===== src/rtl/hazard_forward_unit_pkg.sv =====
// hazard_forward_unit_pkg
//   Shared types and constants for the hazard / forwarding unit.
//   slot_t      : one tracked pipeline slot (valid, rd, regwrite, is_load)
//   SEL_RF      : fwd_sel encoding for "take the operand from the register file"
//   slot_writes : true when a slot is a live producer of a nonzero register
package hazard_forward_unit_pkg;

  // Widest register address a slot can carry; narrower addresses are
  // zero-extended so the slot type does not depend on module parameters.
  localparam int unsigned RD_MAX_W = 16;

  // fwd_sel value meaning "no forwarding, use the register file".
  localparam int unsigned SEL_RF = 0;

  typedef struct packed {
    logic                valid;
    logic [RD_MAX_W-1:0] rd;
    logic                regwrite;
    logic                is_load;
  } slot_t;

  localparam slot_t BUBBLE = '{
    valid:    1'b0,
    rd:       {RD_MAX_W{1'b0}},
    regwrite: 1'b0,
    is_load:  1'b0
  };

  // x0 is hard-wired to zero, so a slot writing x0 is never a producer.
  function automatic logic slot_writes(input slot_t s, input logic [RD_MAX_W-1:0] reg_addr);
    return s.valid && s.regwrite && (s.rd != {RD_MAX_W{1'b0}}) && (s.rd == reg_addr);
  endfunction

endpackage


===== src/rtl/hazard_forward_unit_fwd_match_prio.sv =====
// fwd_match_prio
//   Compares one EX source register against the post-EX producer slots and
//   returns the index of the youngest (lowest-numbered) matching producer.
//   src_i   : EX source register address
//   slots_i : producer slots 1..FWD_DEPTH (slot 1 = MEM, youngest)
//   sel_o   : 0 (SEL_RF) when nothing matches, else the matching slot index
module fwd_match_prio
  import hazard_forward_unit_pkg::*;
#(
  parameter int unsigned REG_ADDR_W = 5,
  parameter int unsigned FWD_DEPTH  = 2,
  parameter int unsigned SEL_W      = $clog2(FWD_DEPTH + 1)
) (
  input  logic [REG_ADDR_W-1:0] src_i,
  input  slot_t [FWD_DEPTH:1]   slots_i,
  output logic [SEL_W-1:0]      sel_o
);

  logic [RD_MAX_W-1:0] src_ext_s;
  logic                unused_load_s;

  assign src_ext_s = RD_MAX_W'(src_i);

  // Priority select: scan oldest to youngest so the youngest match lands last.
  always_comb begin
    sel_o = SEL_W'(SEL_RF);
    for (int k = int'(FWD_DEPTH); k >= 1; k--) begin
      sel_o = slot_writes(slots_i[k], src_ext_s) ? SEL_W'(k) : sel_o;
    end
  end

  // Load flag is irrelevant here: a load that reached slot >=1 is forwardable.
  always_comb begin
    unused_load_s = 1'b0;
    for (int k = 1; k <= int'(FWD_DEPTH); k++) begin
      unused_load_s = unused_load_s ^ slots_i[k].is_load;
    end
  end

endmodule


===== src/rtl/hazard_forward_unit.sv =====
// hazard_forward_unit
//   Tracks in-flight instructions from EX onward, selects operand forwarding
//   for the instruction in EX and detects load-use hazards for the one in ID.
//   clk, reset              : rising-edge clock, synchronous active-high reset
//   id_valid/id_rs/id_rd    : instruction in ID (sources packed REG_ADDR_W each)
//   id_regwrite/id_is_load  : ID instruction writes rd / is a load
//   freeze                  : external hold of the whole pipeline
//   flush                   : kill ID and EX
//   fwd_sel                 : per-source EX operand select (0 = register file)
//   hazard_stall            : hold PC/IF/ID and insert a bubble into EX
//   ex_valid                : EX holds a live instruction
//   stall_count             : saturating count of load-use stall cycles
module hazard_forward_unit
  import hazard_forward_unit_pkg::*;
#(
  parameter int unsigned REG_ADDR_W = 5,
  parameter int unsigned NUM_SRC    = 2,
  parameter int unsigned FWD_DEPTH  = 2,
  parameter int unsigned LOAD_SLOT  = 2,
  parameter int unsigned SEL_W      = $clog2(FWD_DEPTH + 1)
) (
  input  logic                          clk,
  input  logic                          reset,
  input  logic                          id_valid,
  input  logic [NUM_SRC*REG_ADDR_W-1:0] id_rs,
  input  logic [REG_ADDR_W-1:0]         id_rd,
  input  logic                          id_regwrite,
  input  logic                          id_is_load,
  input  logic                          freeze,
  input  logic                          flush,
  output logic [NUM_SRC*SEL_W-1:0]      fwd_sel,
  output logic                          hazard_stall,
  output logic                          ex_valid,
  output logic [15:0]                   stall_count
);

  localparam int unsigned RS_W = NUM_SRC * REG_ADDR_W;

  slot_t [FWD_DEPTH:0] slot_q, slot_d;
  logic [RS_W-1:0]     ex_rs_q, ex_rs_d;
  logic [15:0]         stall_cnt_q, stall_cnt_d;
  slot_t               id_slot_s;
  logic                load_use_s;
  logic                issue_s;

  assign id_slot_s = '{
    valid:    1'b1,
    rd:       RD_MAX_W'(id_rd),
    regwrite: id_regwrite,
    is_load:  id_is_load
  };

  // Load-use detection: a load in slot j is usable by ID only once it reaches
  // slot LOAD_SLOT-1, so any younger load producing an ID source must stall.
  always_comb begin
    load_use_s = 1'b0;
    for (int j = 0; j < int'(LOAD_SLOT) - 1; j++) begin
      for (int i = 0; i < int'(NUM_SRC); i++) begin
        load_use_s = load_use_s
                   | (slot_q[j].is_load
                      & slot_writes(slot_q[j], RD_MAX_W'(id_rs[i*REG_ADDR_W +: REG_ADDR_W])));
      end
    end
  end

  assign hazard_stall = id_valid & ~flush & load_use_s;
  assign issue_s      = id_valid & ~hazard_stall & ~flush;

  // Next-state: shift on advance, hold on freeze; flush always empties EX.
  // Bubbles carry x0 sources so they can never request forwarding.
  always_comb begin
    slot_d      = slot_q;
    ex_rs_d     = ex_rs_q;
    stall_cnt_d = stall_cnt_q;
    if (!freeze) begin
      for (int k = 1; k <= int'(FWD_DEPTH); k++) begin
        slot_d[k] = slot_q[k-1];
      end
      if (issue_s) begin
        slot_d[0] = id_slot_s;
        ex_rs_d   = id_rs;
      end else begin
        slot_d[0] = BUBBLE;
        ex_rs_d   = {RS_W{1'b0}};
      end
      if (hazard_stall && (stall_cnt_q != 16'hFFFF)) begin
        stall_cnt_d = stall_cnt_q + 16'd1;
      end else begin
        stall_cnt_d = stall_cnt_q;
      end
    end else if (flush) begin
      slot_d[0] = BUBBLE;
      ex_rs_d   = {RS_W{1'b0}};
    end else begin
      slot_d      = slot_q;
      ex_rs_d     = ex_rs_q;
      stall_cnt_d = stall_cnt_q;
    end
  end

  // State registers with synchronous reset.
  always_ff @(posedge clk) begin
    if (reset) begin
      slot_q      <= {(FWD_DEPTH + 1){BUBBLE}};
      ex_rs_q     <= {RS_W{1'b0}};
      stall_cnt_q <= 16'h0000;
    end else begin
      slot_q      <= slot_d;
      ex_rs_q     <= ex_rs_d;
      stall_cnt_q <= stall_cnt_d;
    end
  end

  assign ex_valid    = slot_q[0].valid;
  assign stall_count = stall_cnt_q;

  for (genvar gi = 0; gi < int'(NUM_SRC); gi++) begin : g_src
    fwd_match_prio #(
      .REG_ADDR_W(REG_ADDR_W),
      .FWD_DEPTH (FWD_DEPTH),
      .SEL_W     (SEL_W)
    ) u_match (
      .src_i  (ex_rs_q[gi*REG_ADDR_W +: REG_ADDR_W]),
      .slots_i(slot_q[FWD_DEPTH:1]),
      .sel_o  (fwd_sel[gi*SEL_W +: SEL_W])
    );
  end

endmodule


===== config.mk =====
export PLATFORM = sky130hd
export DESIGN_NAME = hazard_forward_unit
export DESIGN_NICKNAME = d
export VERILOG_FILES = /design/src/rtl/hazard_forward_unit_pkg.sv /design/src/rtl/hazard_forward_unit_fwd_match_prio.sv /design/src/rtl/hazard_forward_unit.sv
export SDC_FILE = /design/constraint.sdc
export NUM_CORES = 1
export LEC_CHECK = 0
export ABC_AREA = 1
export CORE_MARGIN = 1
export CORE_UTILIZATION = 49
export CTS_CLUSTER_DIAMETER = 80
export DETAILED_ROUTE_END_ITERATION = 8
export PLACE_DENSITY = 0.76
export REMOVE_ABC_BUFFERS = 1
export SLEW_MARGIN = 25
export SYNTH_ARGS = -nofsm -noshare
export SYNTH_HDL_FRONTEND = slang
export SYNTH_HIERARCHICAL = 1
export SYNTH_SLANG_ARGS = --single-unit

===== constraint.sdc =====
create_clock -name clk -period 1.46 [get_ports clk]
set_input_delay 0.219 -clock clk [delete_from_list [all_inputs] [get_ports clk]]
set_output_delay 0.219 -clock clk [all_outputs]
set_load 0.02 [all_outputs]

[Word level (Yosys, flattened, before mapping)]
Cells that the tools add are included.
Storage, ports and cells
  output and inout port bits: 22
  logic and storage cells: 58
  flip-flop bits (word level): 81
  bits of input ports: 22
Cells by class
  add/sub/neg operators: 1
  mux-type cells: 10
  reductions and logical operators: 17
  eq/ne operators: 8
  bitwise gates (word level): 10
Operator list (number)
  16-bit by 5-bit == test with 1-bit output: 6
  19-bit 2-to-1 mux: 3
  16-bit nonzero test: 3
  10-bit 2-to-1 mux: 3
  16-bit by 1-bit adder with 16-bit output (second input constant): 1
  16-bit inequality test (second input constant): 1
  1-bit logical AND: 13
  2-bit 2-to-1 mux: 4
  1-bit AND: 6
  1-bit inverter: 3
  2-bit by 1-bit inequality test with 1-bit output (second input constant): 1
  2-bit AND reduction: 1
  1-bit bitwise OR: 1

[Longest topological paths before layout]
Gate-level depths: netlist (run 1).
  word-level depth: 11
  mapped depth: 12
  mapped depth without buffers: 11

[Modules after synthesis]
The synthesis (run 1) kept the hierarchy.
Modules (own cells, without submodules)
  hazard_forward_unit: area an instance 2341.0 um2, cells an instance 336, instances 1, sequential area each 1001.0 um2
  fwd_match_prio: area an instance 337.8 um2, cells an instance 78, instances 2, sequential area each 0.0 um2

[Least setup slack after synthesis (run 1)]
Ideal clock, no wire load.
  path kind: reg-to-reg
  start: register stall_cnt_q[0] (netlist: stall_count[0])
  end: register stall_cnt_q[9] (netlist: stall_count[9])
  path buffers: 1
  stages on the path, launching flop included: 10
  library setup time: 0.125 ns
  arrival: 1.571 ns
  setup slack: -0.236 ns
  period minus slack after synthesis: 1.696 ns
  required time: 1.335 ns
  cell sequence: dfxtp_1 > ha_1 > nand2_1 > nor2_1 > nand4_2 > nand4_4 > buf_12 > o21bai_2 > nand2_1 > nor2_2
On the way
  cells in the longest elaborated chain, start to end: 3
  elaborated cells between the ends (all ways): 4
  those cells by class: add/sub: 1; eq/ne: 1; reduce/logical: 2
RTL lines
  start: declaration: line hazard_forward_unit.sv:41  | logic [15:0] stall_cnt_q, stall_cnt_d;
  start signal: assignment: line hazard_forward_unit.sv:110  | stall_cnt_q <= stall_cnt_d;
  parallel branches: the longest is 3 deep, another holds 16-bit by 1-bit adder with 16-bit output
Parallel ways; which one is timed is not known.
A chain may end at the register's enable or synchronous reset.

[Final worst setup path (run 1)]
  start: register slot_q[4] (netlist bit)
  end: register stall_cnt_q[0] (netlist: stall_count[0])
On the way
  cells in the longest elaborated chain, start to end: 8
  elaborated cells between the ends (all ways): 12
  those cells by class: eq/ne: 2; bitwise: 4; reduce/logical: 6
RTL lines
  start: declaration: line hazard_forward_unit.sv:39  | slot_t [FWD_DEPTH:0] slot_q, slot_d;
  start signal: assignment: line hazard_forward_unit.sv:104  | slot_q <= {(FWD_DEPTH + 1){BUBBLE}};
  start signal: assignment: line hazard_forward_unit.sv:108  | slot_q <= slot_d;
  16-bit nonzero test: line hazard_forward_unit_pkg.sv:31  | return s.valid && s.regwrite && (s.rd != {RD_MAX_W{1'b0}}) && (s.rd == reg_addr);
  1-bit logical AND (2 in series): line hazard_forward_unit_pkg.sv:31
  1-bit AND: line hazard_forward_unit.sv:61  | & slot_writes(slot_q[j], RD_MAX_W'(id_rs[i*REG_ADDR_W +: REG_ADDR_W])));
  1-bit bitwise OR *: line hazard_forward_unit.sv:60  | | (slot_q[j].is_load
  1-bit AND *: line hazard_forward_unit.sv:66  | assign hazard_stall = id_valid & ~flush & load_use_s;
  1-bit logical AND *: line hazard_forward_unit.sv:86  | if (hazard_stall && (stall_cnt_q != 16'hFFFF)) begin
  2-bit AND reduction (no line) *
Mark *: on every way between the ends. The rest lies on a longest branch, timed or not.

==> results.md, run 1 <==
- Critical path required time: around 1.6 ns
- Final Non-Filler Cells: approximately 700
- Core area: 5640 sq um
- Ports: 44
- CTS tree: done
- Hold buffers post-CTS: 0
- WS Path Type: reg2reg
- Setup slack after layout: -0.406 ns
- Post-Place Worst Slack: -0.772 ns
- Final setup vio count: 40
- Vias: approximately 3.7k
- Final period util: 128%
- Max IR drop VDD: ~0.0006 V
- CTS Sinks: 48
- Area of the mapped netlist: 2950 sq um
- Initial DRC count: around 270
- Fmax: ~540 MHz
- Via density per instance: 5.25
- # fillers: between 300 and 400
- Worst min path class: in2reg
- Drt wl/cell: between 10 and 15 microns
- Most common cell after layout, fill and taps aside: nand2_1
- Most frequent cells in the layout: 115 x nand2_1, 79 x nor2_1, 59 x inv_1, 50 x buf_4, 44 x conb_1
- Row cnt: 27
- Pin count of the biggest net entering global routing: 21
- Later-pin clock latency in the skew report: 0.31 ns
- Arr. time, crit path: 2.05 ns
- Failing checks: negative setup slack
- Pins Over Slew Limit: 0
- Num CTS Buffers: 5
- Dpl hpwl: 5.68 mm
- Worst Setup Start Kind: flip-flop
- GPL Wtd Cong: 0.901
- DRT antenna net count: 0
- Mapped Cells: 484
- Vias in the first global route: approximately 3.3k
- Starting Density: 52.3%
- DRT Wirelength: about 10 mm
- Nets: about 650
- Fin crit period: 1.87 ns
- Global route overflow: 0
- Final hold vios: 0
- Initial antenna violation count: 0
- Global-route wire length before repair: ~14 mm
- Power Density: 580 nW/um^2
- Area growth syn-to-layout: 60.1%
- Crit. End Element: flip-flop
- Worst Skew: roughly 0.01 ns
- RSZ-0062 raised after global routing: true
- IO Port Bufs: 43
- H-tree depth reported by CTS: 2
- Share of cells above drive strength 1: about 35%
- Die ar.: 6340 sq um
- Status: finished with violations
- Buffer type at the clock tree root: clkbuf_8
- Drt pass-1 iters: 7
- Max_cap viols: 0
- Max clock buf depth: 2
- Die Ht: about 80 microns
- ANT cells: 0
- Die Span X: roughly 80 microns
- Synth Area per Inst: between 6 and 7 sq um
- GRT Total Usage: 29.0%
- Lkg Pwr: 2.13 nW
- Synth Warn #: 6
- DRC: 0
- CP max FO: 6
- Placed cells: between 600 and 700
- Clock transition at path regs: 0.09 ns
==> stage by stage <==
stage,TNS (ns),total power [mW],utilization [%],area [sq um],hold slack [ns]
final,-9.97,2.74,83.8,4730,0.255
after floorplan,-4.09,1.61,-,3040,0.286
after CTS,-3.98,2.65,77.7,4380,0.342
after global routing,-12.07,2.84,83.8,4730,0.259
after detailed placement,-14.69,1.79,71.0,4010,0.466
after global placement,-13.31,1.78,71.0,4010,0.461
==> final cells by class <==
cell class | count | area, sq um | area share, %
clock buffer | 7 | 96.3 | 2.04
timing repair buffer | 106 | 983 | 20.8
inverter | 75 | 284 | 6.01
sequential | 48 | 1010 | 21.4
tap | 72 | 90.1 | 1.91
multi-input combinational | 394 | 2260 | 47.8
==> path summary, 6_finish.rpt <==
path / startpoint / endpoint / slack [ns] / cells past startpoint
worst max register to register: slot_q[4] / stall_count[0] / -0.41 / 12
worst max-delay path: slot_q[4] / stall_count[0] / -0.41 / 12
worst min-delay path: id_rs[3] / ex_rs_q[3] / 0.26 / 3
worst min register to register: slot_q[39] / slot_q[39] / 0.50 / 2
==> critical path, cell delays in order, from the launching register on <==
cell,delay [ns]
dfxtp_4,0.42
inv_4,0.06
nand2_2,0.05
nand2_1,0.09
nor2_1,0.14
nand3_1,0.10
nand2_2,0.12
nand3_2,0.11
buf_6,0.14
nor2_4,0.20
nand2_1,0.09
o21ai_1,0.12
nor2_1,0.09
==> where the power goes <==
group          switching (mW)  internal (mW)
Sequential             0.0468           1.34
Combinational           0.264          0.207
Clock                   0.461          0.423
==> timing repair <==
item / in CTS / in global routing
pin swaps: 13 / 26
gates cloned: 2 / 2
setup buffers: 6 / 0
endpoints found under the hold margin: 0 / 0
setup endpoints to repair: 56 / 40
resized for setup: 130 / 82
==> flip-flops by register name, indices dropped and copies added, names as in the netlist <==
register and flops:
ex_rs_q 10, ex_valid 1, slot_q 21, stall_count 16
==> layer usage <==
layer / wire, microns / GRT usage, % / part of all wire [%]
met5: 0 / 0 / 0
met2: 5220 / 50.8 / 50
met1: 4100 / 34.1 / 39
met3: 696 / 5.37 / 6.7
met4: 447 / 13.3 / 4.3
(Power assumes the default switching activity.)
==> run 2, diff against run 1 <==
--- a/config.mk
+++ b/config.mk
@@ -6,6 +6,7 @@
 export NUM_CORES = 1
 export LEC_CHECK = 0
 export ABC_AREA = 1
+export CAP_MARGIN = 20
 export CORE_MARGIN = 1
 export CORE_UTILIZATION = 49
 export CTS_CLUSTER_DIAMETER = 80
==> results of run 2 <==
The final DEF is identical to that of run 1; final timing and power are the same.
==> run 3, diff against run 2 <==
--- a/config.mk
+++ b/config.mk
@@ -11,6 +11,7 @@
 export CORE_UTILIZATION = 49
 export CTS_CLUSTER_DIAMETER = 80
 export DETAILED_ROUTE_END_ITERATION = 8
+export GPL_TIMING_DRIVEN = 0
 export PLACE_DENSITY = 0.76
 export REMOVE_ABC_BUFFERS = 1
 export SLEW_MARGIN = 25
==> results.md, run 3 (same netlist as run 1, synthesis figures left out) <==
- Final Non-Filler Cells: approximately 650
- Fin util: roughly 73%
- Arr. time, crit path: roughly 1.5 ns
- Max clock buf depth: 2
- Global route overflow: 0
- Least-Margin Pin Slew: 0.583 ns
- Pin count of the biggest net entering global routing: 23
- Most flop-heavy register: slot_q
- Core area: 5640 sq um
- DRT antenna net count: 0
- H-tree depth reported by CTS: 2
- Hold buffers post-CTS: 0
- CTS tree: done
- Worst Setup Start Kind: flip-flop
- Initial DRC count: around 260
- RSZ-0062 raised after global routing: true
- Hold path cells: 3
- Failing checks: negative setup slack
- WS Path Type: reg2out
- FF-to-FF Start: slot_q[5]
- R2R cell count: 11
- Worst slew margin: about three fifths
- GPL Wtd Cong: approximately 0.85
- Crit. End Element: output pin
- Pins Over Slew Limit: 0
- Placed cells: 629
- Max FFs per register: 21
- Vias: between 3k and 4k
- Ports: 44
- DRT Wirelength: between 7 and 8 mm
- DRC: 0
- Critical path required time: about 1.2 ns
- Lkg Pwr: ~1.8 nW
- # fillers: approximately 480
- Fin crit period: 1.72 ns
- CP max FO: 5
- Fmax: just under 600 MHz
- Num CTS Buffers: 5
- Die ar.: around 6300 sq um
- Drt pass-1 iters: 5
- Buffer type at the clock tree root: clkbuf_8
- Vias in the first global route: 2755
- Row cnt: 27
- Clock transition at path regs: about 0.080 ns
- Area of placed instances: about 3600 sq um
- Drt wl/cell: 12.2 microns
- Status: finished with violations
- Nets: just over 600
- Most common cell after layout, fill and taps aside: nand2_1
- Final period util: 118%
- Die Span X: ~80 microns
- Final setup vio count: 39
- Area growth syn-to-layout: 40.4%
- ANT cells: 0
- Global-route wire length before repair: 12.3 mm
- Final hold vios: 0
- Setup slack after layout: -0.261 ns
- IO Port Bufs: 43
- Worst Skew: around 0.0074 ns
- Most frequent cells in the layout: 118 x nand2_1, 77 x nor2_1, 57 x inv_1, 44 x conb_1, 30 x a21oi_1
- Max_cap viols: 0
- Via density per instance: ~5
- Power Total: 2.69 mW
- CTS Sinks: between 40 and 50
- Share of cells above drive strength 1: 24.4%
- WHS: between 0.2 and 0.3 ns
- Die Ht: approximately 80 microns
- FF-to-FF setup slack: -0.24 ns
- GRT Total Usage: roughly a quarter
- Starting Density: ~52%
- Power Density: roughly 650 nW/um^2
- Dpl hpwl: ~4.8 mm
- Max IR drop VDD: between 0.0005 and 0.0006 V
- Worst min path class: in2reg
- Fin area: 4140 sq um
- Worst hold start: id_rs[9]
- Reg2reg end: stall_count[0]
- Hold Path Sink: ex_rs_q[9]
- Initial antenna violation count: 0
- Later-pin clock latency in the skew report: 0.30 ns
## run 3: cell count changes in the layout (fill, tap and decap cells not counted), moves of 3 or more
cell / before / now
buf_4: 50 / 7
a21oi_1: 10 / 30
a21oi_2: 25 / 5
nand3_1: 16 / 25
nand3_4: 8 / 1
dfxtp_4: 6 / 11
buf_6: 13 / 9
clkinvlp_4: 0 / 3
dfxtp_1: 18 / 15
nand2_1: 115 / 118
nand2_2: 13 / 10
nor2_2: 5 / 8
## run 3: through the flow
step | setup TNS, ns | setup WS, ns
floorplan | -4.09 | -0.322
global route | -8.56 | -0.355
CTS | -2.98 | -0.219
global placement | -48.88 | -1.45
detailed placement | -45.63 | -1.13
finish | -5.15 | -0.261
## run 3: metal layers
metal  up-vias  part of all wire (%)  GRT usage (%)
met2       108                    49           41.6
li1       1649                     -              -
met4         0                   2.3           6.36
met1      1416                    44           32.8
met5         -                     0              0
met3        22                   4.7           3.66
## run 3: critical path, stage by stage, from the launching register on
cell,delay (ns)
dfxtp_4,0.37
nor2_1,0.11
nand3_1,0.10
o21bai_1,0.16
inv_2,0.16
nand3_4,0.13
inv_2,0.05
buf_6,0.12
## run 3: repair_timing
item                                    4_1_cts  5_1_grt
endpoints found under the setup margin       70       39
resized for setup                           127       48
pin swaps                                    12       11
gates cloned                                  3        2
buffers inserted                              9        4
## run 3: final cells by class
class	count	area, sq um	share of cell area (%)
clock buffers	5	68.8	1.66
clock inverters	1	30.0	0.725
inverters	75	294	7.10
multi-input cells	393	2040	49.3
flip-flops and latches	48	1030	24.9
well taps	72	90.1	2.17
repair buffers	57	574	13.9
repair inverters	2	12.5	0.302
## run 3: report_power, final
group / total (mW) / internal [mW] / switching (mW)
Combinational: 0.387 / 0.162 / 0.225
Sequential: 1.38 / 1.33 / 0.0465
Clock: 0.926 / 0.492 / 0.434
## run 3: worst max-delay path by stage
stage / to / from / slack [ns]
global placement: stall_count[3] / freeze / -1.45
finish: hazard_stall / slot_q[4] / -0.26
floorplan: stall_count[3] / freeze / -0.32
detailed placement: stall_count[3] / freeze / -1.13
CTS: stall_count[15] / slot_q[3] / -0.22
global route: stall_count[15] / stall_count[2] / -0.35
